<file path="src/rtl/serial_adder_pkg.sv">
// Shared types and limits for the bit-serial adder/subtractor.
package serial_adder_pkg;

    localparam int WIDTH_MIN = 1;
    localparam int WIDTH_MAX = 64;

    typedef enum logic [1:0] {
        ST_IDLE = 2'd0,
        ST_RUN  = 2'd1,
        ST_DONE = 2'd2
    } state_t;

    // Bit counter width: ceil(log2(w)), never below one bit.
    function automatic int cnt_width(input int w);
        return (w > 1) ? $clog2(w) : 1;
    endfunction

endpackage

</file>
<file path="src/rtl/serial_adder_fa_cell.sv">
// Purely combinational 1-bit full adder; the single arithmetic cell of the serial adder.
module fa_cell (
    input  logic a_i,
    input  logic b_i,
    input  logic c_i,
    output logic s_o,
    output logic c_o
);

    assign s_o = a_i ^ b_i ^ c_i;
    assign c_o = (a_i & b_i) | (c_i & (a_i ^ b_i));

endmodule

</file>
<file path="src/rtl/serial_adder.sv">
// Bit-serial WIDTH-bit adder/subtractor: one full-adder cell, LSB first, one bit per clock.
// Define SERIAL_ADDER_OVF_EN to build the signed-overflow logic; otherwise overflow is tied to 0.
module serial_adder
    import serial_adder_pkg::*;
#(
    parameter int WIDTH = 8
) (
    input  logic             clk,
    input  logic             rst_n,
    input  logic             start,
    input  logic [WIDTH-1:0] a,
    input  logic [WIDTH-1:0] b,
    input  logic             cin,
    input  logic             sub,
    output logic             busy,
    output logic             done,
    output logic [WIDTH-1:0] sum,
    output logic             cout,
    output logic             overflow
);

    localparam int            CW       = cnt_width(WIDTH);
    localparam logic [CW-1:0] CNT_LAST = CW'(WIDTH - 1);

    state_t           state_q;
    logic [WIDTH-1:0] a_sr_q, b_sr_q, sum_sr_q;
    logic [WIDTH-1:0] a_sr_d, b_sr_d, sum_sr_d;
    logic [CW-1:0]    cnt_q;
    logic             carry_q, sub_q;
    logic             busy_q, done_q, cout_q, ovf_q;
    logic [WIDTH-1:0] sum_q;
    logic             fa_b_s, fa_s_s, fa_c_s, ovf_d;

    fa_cell u_fa (
        .a_i (a_sr_q[0]),
        .b_i (fa_b_s),
        .c_i (carry_q),
        .s_o (fa_s_s),
        .c_o (fa_c_s)
    );

    // Next-state values for the shift registers and the overflow flag.
    always_comb begin
        fa_b_s   = b_sr_q[0] ^ sub_q;
        a_sr_d   = a_sr_q >> 1;
        b_sr_d   = b_sr_q >> 1;
        sum_sr_d = (sum_sr_q >> 1) | (WIDTH'(fa_s_s) << (WIDTH - 1));
`ifdef SERIAL_ADDER_OVF_EN
        // On the last bit carry_q is exactly the carry into the MSB.
        ovf_d    = carry_q ^ fa_c_s;
`else
        ovf_d    = 1'b0;
`endif
    end

    // Control FSM, datapath registers and registered outputs.
    always_ff @(posedge clk) begin
        if (!rst_n) begin
            state_q  <= ST_IDLE;
            a_sr_q   <= '0;
            b_sr_q   <= '0;
            sum_sr_q <= '0;
            cnt_q    <= '0;
            carry_q  <= 1'b0;
            sub_q    <= 1'b0;
            busy_q   <= 1'b0;
            done_q   <= 1'b0;
            sum_q    <= '0;
            cout_q   <= 1'b0;
            ovf_q    <= 1'b0;
        end else begin
            case (state_q)
                ST_IDLE, ST_DONE: begin
                    done_q <= 1'b0;
                    if (start) begin
                        a_sr_q  <= a;
                        b_sr_q  <= b;
                        sub_q   <= sub;
                        carry_q <= sub ? 1'b1 : cin;
                        cnt_q   <= '0;
                        busy_q  <= 1'b1;
                        state_q <= ST_RUN;
                    end else begin
                        busy_q  <= 1'b0;
                        state_q <= ST_IDLE;
                    end
                end
                ST_RUN: begin
                    a_sr_q   <= a_sr_d;
                    b_sr_q   <= b_sr_d;
                    sum_sr_q <= sum_sr_d;
                    carry_q  <= fa_c_s;
                    if (cnt_q == CNT_LAST) begin
                        sum_q   <= sum_sr_d;
                        cout_q  <= fa_c_s;
                        ovf_q   <= ovf_d;
                        busy_q  <= 1'b0;
                        done_q  <= 1'b1;
                        state_q <= ST_DONE;
                    end else begin
                        cnt_q   <= cnt_q + CW'(1);
                    end
                end
                default: begin
                    busy_q  <= 1'b0;
                    done_q  <= 1'b0;
                    state_q <= ST_IDLE;
                end
            endcase
        end
    end

    assign busy     = busy_q;
    assign done     = done_q;
    assign sum      = sum_q;
    assign cout     = cout_q;
    assign overflow = ovf_q;

endmodule

</file>
<file path="config.mk">
export PLATFORM = sky130hd
export DESIGN_NAME = serial_adder
export DESIGN_NICKNAME = d
export VERILOG_FILES = /design/src/rtl/serial_adder_pkg.sv /design/src/rtl/serial_adder_fa_cell.sv /design/src/rtl/serial_adder.sv
export SDC_FILE = /design/constraint.sdc
export NUM_CORES = 1
export LEC_CHECK = 0
export CAP_MARGIN = 20
export CORE_UTILIZATION = 54
export DETAILED_ROUTE_END_ITERATION = 8
export PLACE_DENSITY = 0.83
export SYNTH_ARGS = -nofsm -noshare
export SYNTH_HDL_FRONTEND = slang
export SYNTH_HIERARCHICAL = 1
export SYNTH_SLANG_ARGS = --single-unit
</file>
<file path="constraint.sdc">
create_clock -name clk -period 2.89 [get_ports clk]
set_clock_uncertainty 0.15 [all_clocks]
set_input_delay 0.289 -clock clk [delete_from_list [all_inputs] [get_ports clk]]
set_output_delay 0.289 -clock clk [all_outputs]
set_load 0.1 [all_outputs]
</file>
### Yosys cells after proc, flatten, opt, wreduce, memory -nomap -nowiden

Index checks and enable logic that the tools add are counted.

* bits in registers: 42
* word-level logic and storage cells: 49

* add/subtract/negate cells: 1
* eq/ne operators: 6
* multiplexer cells: 16
* bitwise operators: 7
* reductions and logical operators: 8

Operators with widths (count)
* $pmux 8 s2: 2
* $mux 8: 2
* $or 7x8->8: 1
* $reduce_and 2->1: 4
* $mux 3: 2
* $ne 2x2->1 const B: 3
* $pmux 3 s2: 1
* $mux 1: 5
* $pmux 1 s2: 2
* $pmux 2 s2: 1
* $add 3x1->3 const B: 1
* $eq 3x3->1 const B: 1
* $reduce_and 3->1: 1
* $xor 1x1->1: 3
* $and 1x1->1: 2
* $eq 2x1->1 const B: 1
* $eq 2x2->1 const B: 1
* $logic_not 2->1: 1
* $mux 2: 1
* $reduce_bool 2->1: 1
* $reduce_or 2->1: 1
* $or 1x1->1: 1

### Logic depth before layout (Yosys ltp)

Gate-level depths: netlist of the first run.

* word-level depth: 5
* depth in mapped cells: 5
* depth with buffers taken out: 5

### Modules after synthesis

The synthesis of the first run kept the hierarchy.

By module, submodules not included
* serial_adder: seq. area each 820.8 µm², times used 1, area an instance 1652.8 µm², cells an instance 185
* fa_cell: seq. area each 0.0 µm², times used 1, area an instance 20.0 µm², cells an instance 1

### Least setup slack after synthesis of the first run

Ideal clock, no wire load.

* kind: register -> register
* start point: register cnt_q[0]
* end point: register cnt_q[2]
* required time: 2.618 ns
* buffers on the path: 0
* period minus slack after synthesis: 1.477 ns
* arrival: 1.205 ns
* cell stages (with the launch flop): 6
* setup slack: 1.413 ns
* cells stage by stage: dfxtp_1 -> ha_1 -> ha_1 -> nor3b_2 -> nand3b_1 -> a21boi_0

* cells in the longest elaborated chain, start to end: 3

RTL lines
* start, declared: line serial_adder.sv:28 `logic [CW-1:0] cnt_q;`
* start signal, assigned: line serial_adder.sv:101 `cnt_q <= cnt_q + CW'(1);`
* $add 3x1->3 or $eq 3x3->1 (tied branches): line serial_adder.sv:101, serial_adder.sv:93
* $mux 3 or $ne 2x2->1 (tied branches)
* $pmux 3 s2 or $reduce_and 3->1 (tied branches)

Parallel ways exist; a longest one is shown, timed or not. The select of a mux whose other input is x is not followed.
A chain may end at the register's enable or synchronous reset.

### Final worst setup path of the first run

* start point: register state_q[0]
* end point: register sum_q[7] (netlist: sum[7])

* cells in the longest elaborated chain, start to end: 2

RTL lines
* start, declared: line serial_adder.sv:25 `state_t state_q;`
* start signal, assigned: line serial_adder.sv:59 `state_q <= ST_IDLE;`
* start signal, assigned: line serial_adder.sv:82 `state_q <= ST_RUN;`
* start signal, assigned: line serial_adder.sv:85 `state_q <= ST_IDLE;`
* $eq 2x1->1: line serial_adder.sv:72 `case (state_q)`
* $reduce_and 2->1 (no line)
* end signal, assigned: line serial_adder.sv:94 `sum_q <= sum_sr_d;`
* end, declared: line serial_adder.sv:31 `logic [WIDTH-1:0] sum_q;`

Every way passes these cells.

==> results.sh, run 1 <==
export IMPL_critPathMaxFanout=20
export IMPL_crit_path_cell_trace="nor2b_2 -> buf_4 -> nand3_1 -> a21boi_0"
export IMPL_worstHoldPathCells=2
export IMPL_placed_cell_area_um2=1940
export IMPL_violations="DRC"
export IMPL_synth_top_family_by_area="simple AND/OR/NAND/NOR gates"
export IMPL_powerDensity_nw_per_um2=573
export IMPL_synth_common_cells="dfxtp_1 (41), nand2_1 (29), a21boi_0 (22)"
export IMPL_timing_hold_ws_ns=0.322
export IMPL_cts_hold_buf=0
export IMPL_synth_compound_area_share_pct=18.8
export IMPL_cts_root_buffer="clkbuf_4"
export IMPL_postSynthAreaPerCell_um2=8.99
export IMPL_grt_max_degree=42
export IMPL_synthDistinctLibCells=23
export IMPL_dieHeight_um=57.7
export IMPL_antenna_found_initial=0
export IMPL_status="finished with violations"
export IMPL_power_mw=1.16
export IMPL_fp_dieArea_um2=3320
export IMPL_tightest_slew_ns=0.904
export IMPL_crit_path_end_kind="flop"
export IMPL_totalWireLength_um=3340
export IMPL_layout_drive_gt1_share_pct=11.3
export IMPL_vias_per_cell=5.83
export IMPL_worstSkewPairLatency_ns=0.35
export IMPL_hpwl_um=2280
export IMPL_ctsLongestPathBuffers=2
export IMPL_cts_sinks=41
export IMPL_critPathArrivalTime_ns=1.95
export IMPL_postLayoutCellArea_um2=2030
export IMPL_critPathKind="flop to flop"
export IMPL_worst_path_stages=4
export IMPL_fin_crit_sh_pct=62.8
export IMPL_grt_pass1_vias=1404
export IMPL_slew_headroom_pct=39.7
export IMPL_r2r_cells=4
export IMPL_yosysMostFrequentCell="dfxtp_1"
export IMPL_grt_first_pass_wirelength_um=5990
export IMPL_slew_violations=0
export IMPL_rsz0062_at_grt="false"
export IMPL_p_leak_nw=0.769
export IMPL_setup_violations=0
export IMPL_nets=236
export IMPL_ys_seq_area_share_pct=49.1
export IMPL_cts_tree="done"
export IMPL_netlist_instances=186
export IMPL_cp_num_buf_inv=1
export IMPL_multi_input_area_um2=776
export IMPL_ys_ff_latch=41
export IMPL_avgRoutedWirePerCell_um=13.8
export IMPL_cts_resized=0
export IMPL_pin_count=33
export IMPL_ys_async_sr_fraction_pct=0
export IMPL_crit_family="simple AND/OR/NAND/NOR gates"
export IMPL_die_w_um=57.7
export IMPL_slowest_stage="nor2b_2"
export IMPL_grt_ovfl_total=0
export IMPL_drc=2
export IMPL_postRouteAntennaNets=0
export IMPL_fillers=221
export IMPL_ys_warn_count=6
export IMPL_numCtsBuffers=5
export IMPL_dominantRegCellSynth="dfxtp_1"
export IMPL_reg2reg_slack_ns=1.08
export IMPL_netlist_area_um2=1670
export IMPL_synth_xor_area_share_pct=0.524
export IMPL_synthAdderAreaFrac_pct=3.44
export IMPL_cts_max_level=2
export IMPL_row_count=19
export IMPL_grt_total_usage_pct=23.4
export IMPL_vias=1417
export IMPL_gp_congestion=0.746
export IMPL_final_setup_tns_ns=0
export IMPL_cts_clk_slew_worst_paths_ns=0.12
export IMPL_core_area_um2=2850
export IMPL_cp_required_ns=3.02
export IMPL_io_buffers=31
export IMPL_max_freq_mhz=551
export IMPL_yosys_mux_area_fraction_pct=0
export IMPL_post_cts_setup_buffer_count=0
export IMPL_hold_violations=0
export IMPL_min_path_type="flop to flop"
export IMPL_initial_core_util_pct=58.6
export IMPL_max_stage_delay_ns=0.55
export IMPL_synth_top_cell_by_area="dfxtp_1"
export IMPL_synth_edf_count=0
export IMPL_areaGrowthSynthToFinish_pct=21.3
export IMPL_yosysTopAreaCellShare_pct=49.1
export IMPL_start_kind="flop"
export IMPL_peakVddDrop_mv=0.360
export IMPL_synth_fp_nets=211
export IMPL_synth_top_cells_by_area="dfxtp_1 (49%), a21boi_0 (9.9%), o221ai_1 (7.3%)"
export IMPL_first_pass_iters=6
export IMPL_ff_latch_area_um2=821
export IMPL_synth_simple_gate_area_share_pct=23.2
export IMPL_min_period_ns=1.81
export IMPL_drt_iter0_drc=43
export IMPL_antenna_cells=0
export IMPL_maxCapViolCount=0
[worst register-to-register path, cell delays in order (launching register included)]
cell and delay [ns]:
dfxtp_1 0.44, nor2b_2 0.55, buf_4 0.35, nand3_1 0.10, a21boi_0 0.17
[cell usage in the layout (no fill, tap or decap), types with 4 or more instances in the layout]
cell type and count:
dfxtp_1 41, buf_4 14, clkbuf_4 5, nand3b_1 4, clkdlybuf4s50_1 20, nor3_1 17
nand3_1 11, a21boi_0 22, o221ai_1 14, nor2_1 14, nand2_1 29
[path summary, 6_finish.rpt]
path,endpoint,start
worst max-delay path,sum[7],state_q[0]
worst min-delay path,sum[3],sum[3]
worst max register to register,sum[7],state_q[0]
worst min register to register,sum[3],sum[3]
[layout make-up]
| class | count | area share, % |
|---|---|---|
| repair buffers | 34 | 15.0 |
| well taps | 31 | 1.91 |
| flip-flops and latches | 41 | 40.4 |
| clock buffers | 6 | 2.53 |
| multi-input cells | 129 | 38.2 |
| clock inverters | 2 | 1.85 |
[report_power, final]
group,switching (mW),internal (mW)
registers,0.0190,0.595
logic,0.0849,0.0692
clock network,0.189,0.206
[logic make-up (layout without fill, tap and decap cells)]
| kind of cell | count (synthesis) | in the layout |
|---|---|---|
| adders and majority gates | 4 | 4 |
| other | 1 | 1 |
| buffers and inverters | 16 | 42 |
| xor gates and xnor gates | 1 | 1 |
| AOI/OAI and AO/OA | 40 | 40 |
| DFF | 41 | 41 |
| and+or+nand+nor | 83 | 83 |
[metal layers]
layer  wire length, µm  global-route usage [%]
met1              1370                    26.3
met2              1800                    43.4
met3               128                    6.03
met4                42                    7.48
met5                 0                       0
[flip-flops by register name, indices dropped and copies added (netlist names)]
register and cells:
a_sr_q 8, b_sr_q 8, busy 1, carry_q 1
cnt_q 3, cout 1, done 1, state_q 2
sub_q 1, sum 8, sum_sr_q 7
[through the flow]
stage                     worst slack, ns  utilization [%]  instances
after floorplan                      1.41                -        186
after global placement               1.09             68.0        235
after detailed placement             1.00             68.0        235
after CTS                            1.07             71.1        243
after global routing                0.882             71.1        243
final                                1.08             71.1        243
No activity file was read; power rests on OpenSTA's default activity.
==> run 2: changes to the inputs <==
- CORE_UTILIZATION: 54 -> 50
- PLACE_DENSITY: 0.83 -> 0.78
- clock period: 2.89 -> 1.8 ns (I/O delays scaled with it)
==> run 2 against run 1 <==
The run now ends clean. First-iteration DRC count increased by 65%. Wire length increased by 5.1%. Non-clock buffer count increased by 6. Utilization increased by 1.7 points. Worst hold slack got worse by 0.089 ns. Total power increased by 72%. Highest routed layer unchanged. Final cell count increased by 7.8%. Critical path depth increased by 1. Via count increased by 0.56%. Clock-buffer cell count decreased by 1. Sequential power increased by 61%. Critical path type unchanged. Global-route usage decreased by 0.72 points.
==> results.sh, run 2 (synthesis gave the netlist of run 1 again) <==
export IMPL_min_period_ns=1.64
export IMPL_cts_root_buffer="clkbuf_4"
export IMPL_vias_per_cell=5.44
export IMPL_grt_first_pass_wirelength_um=6030
export IMPL_p_switching_mw=0.479
export IMPL_areaGrowthSynthToFinish_pct=35.2
export IMPL_cp_required_ns=1.90
export IMPL_maxCapViolCount=0
export IMPL_grt_total_usage_pct=22.7
export IMPL_slowest_stage="dfxtp_1"
export IMPL_pwr_share_comb_pct=13.7
export IMPL_numCtsBuffers=5
export IMPL_drt_iter0_drc=71
export IMPL_dieHeight_um=59.8
export IMPL_slew_violations=0
export IMPL_cts_sinks=41
export IMPL_io_buffers=31
export IMPL_cts_tree="done"
export IMPL_core_area_um2=3100
export IMPL_rsz0062_at_grt="false"
export IMPL_vias=1425
export IMPL_peakVddDrop_mv=0.754
export IMPL_fin_crit_sh_pct=91.3
export IMPL_die_w_um=59.8
export IMPL_ctsLongestPathBuffers=2
export IMPL_first_pass_iters=4
export IMPL_status="completed"
export IMPL_p_leak_nw=0.844
export IMPL_r2r_cells=5
export IMPL_totalWireLength_um=3510
export IMPL_dp_cells=254
export IMPL_worstHoldPathCells=3
export IMPL_max_stage_delay_ns=0.35
export IMPL_powerDensity_nw_per_um2=883
export IMPL_cts_resized=0
export IMPL_critPathKind="flop to flop"
export IMPL_grt_max_degree=26
export IMPL_hold_violations=0
export IMPL_final_cell_mix="dfxtp_1 (41), nand2_1 (29), a21boi_0 (22)"
export IMPL_seq_power_share_pct=49.5
export IMPL_pin_count=33
export IMPL_internal_power_mw=1.52
export IMPL_drc=0
export IMPL_postLayoutCellArea_um2=2260
export IMPL_layout_drive_gt1_share_pct=13.8
export IMPL_post_cts_setup_buffer_count=0
export IMPL_cts_clk_slew_worst_paths_ns=0.12
export IMPL_antenna_cells=0
export IMPL_initial_core_util_pct=53.9
export IMPL_cts_max_level=2
export IMPL_crit_path_cell_trace="ha_1 -> ha_1 -> nor3b_4 -> nand3b_1 -> a21boi_0"
export IMPL_grt_ovfl_total=0
export IMPL_setup_violations=0
export IMPL_hpwl_um=2490
export IMPL_avgRoutedWirePerCell_um=13.4
export IMPL_critPathMaxFanout=8
export IMPL_final_setup_tns_ns=0
export IMPL_crit_top_cell="ha_1"
export IMPL_swShare_pct=24.0
export IMPL_worstSkewPairLatency_ns=0.36
export IMPL_critPathArrivalTime_ns=1.74
export IMPL_gp_congestion=0.755
export IMPL_grt_pass1_vias=1364
export IMPL_row_count=20
export IMPL_final_common_cell="dfxtp_1"
export IMPL_nets=242
export IMPL_antenna_found_initial=0
export IMPL_fp_dieArea_um2=3580
export IMPL_start_kind="flop"
export IMPL_placed_cell_area_um2=2150
export IMPL_crit_path_end_kind="flop"
export IMPL_fin_cells=262
export IMPL_min_path_type="input port to flop"
export IMPL_max_freq_mhz=608
export IMPL_postRouteAntennaNets=0
export IMPL_pwr_share_clk_pct=36.8
export IMPL_cts_hold_buf=0
[run 2: cell types whose count changed in the layout (fill, tap and decap cells not counted), sizes merged]
cell / delta
buf: +6
clkinv: +1
clkinvlp: -1
clkbuf: -1
bufinv: +1
[run 2: per-stage QoR]
step	hold WS, ns	utilization [%]	total power, mW	worst slack [ns]
floorplan	0.175	-	1.18	0.323
global placement	0.302	69.4	1.26	0.279
detailed placement	0.310	69.4	1.28	0.148
CTS	0.220	72.7	2.01	0.101
global route	0.233	72.9	2.08	0.0715
finish	0.234	72.9	2.00	0.156
[run 2: cell type report]
type	instances	area [µm²]
clock inverters	3	65.1
repair buffers	40	500
multi-input cells	129	782
clock buffers	5	37.5
well taps	44	55.1
fillers	252	842
flip-flops and latches	41	821
[run 2: critical path: cells and delay by family (launching register included)]
family          cells  cell delay (ns)
flops               1             0.35
fa+ha+maj           2             0.47
simple gates        2             0.48
compound gates      1             0.09
[run 2: worst paths after layout]
check | from | end | slack (ns)
min reg2reg | sum_sr_q[1] | sum_sr_q[1] | 0.33
min | b[7] | b_sr_q[7] | 0.23
max | cnt_q[0] | cnt_q[0] | 0.16
max reg2reg | cnt_q[0] | cnt_q[0] | 0.16
[run 2: power groups by stage]
| stage | Clock (mW) | Sequential [mW] | Combinational (mW) |
|---|---|---|---|
| 2_1_floorplan | 0 | 1.01 | 0.166 |
| 3_3_place_gp | 0 | 1.00 | 0.259 |
| 3_5_place_dp | 0 | 1.01 | 0.270 |
| 4_1_cts | 0.747 | 0.987 | 0.271 |
| 5_1_grt | 0.789 | 0.995 | 0.299 |
| 6_report | 0.735 | 0.988 | 0.273 |
[run 2: metal layers]
layer	wire length [µm]	vias to the layer above	global-route usage, %	part of all wire, %
met5	0	-	0	0
met4	56	0	8.97	1.6
met3	141	6	7.14	4.0
met2	1770	33	38.7	50
met1	1550	674	26.4	44
li1	-	712	-	-
==> run 3: changes to the inputs <==
- CAP_MARGIN: 20 -> 5
==> results of run 3 <==
Final layout, timing and power as in run 2 (identical DEF).
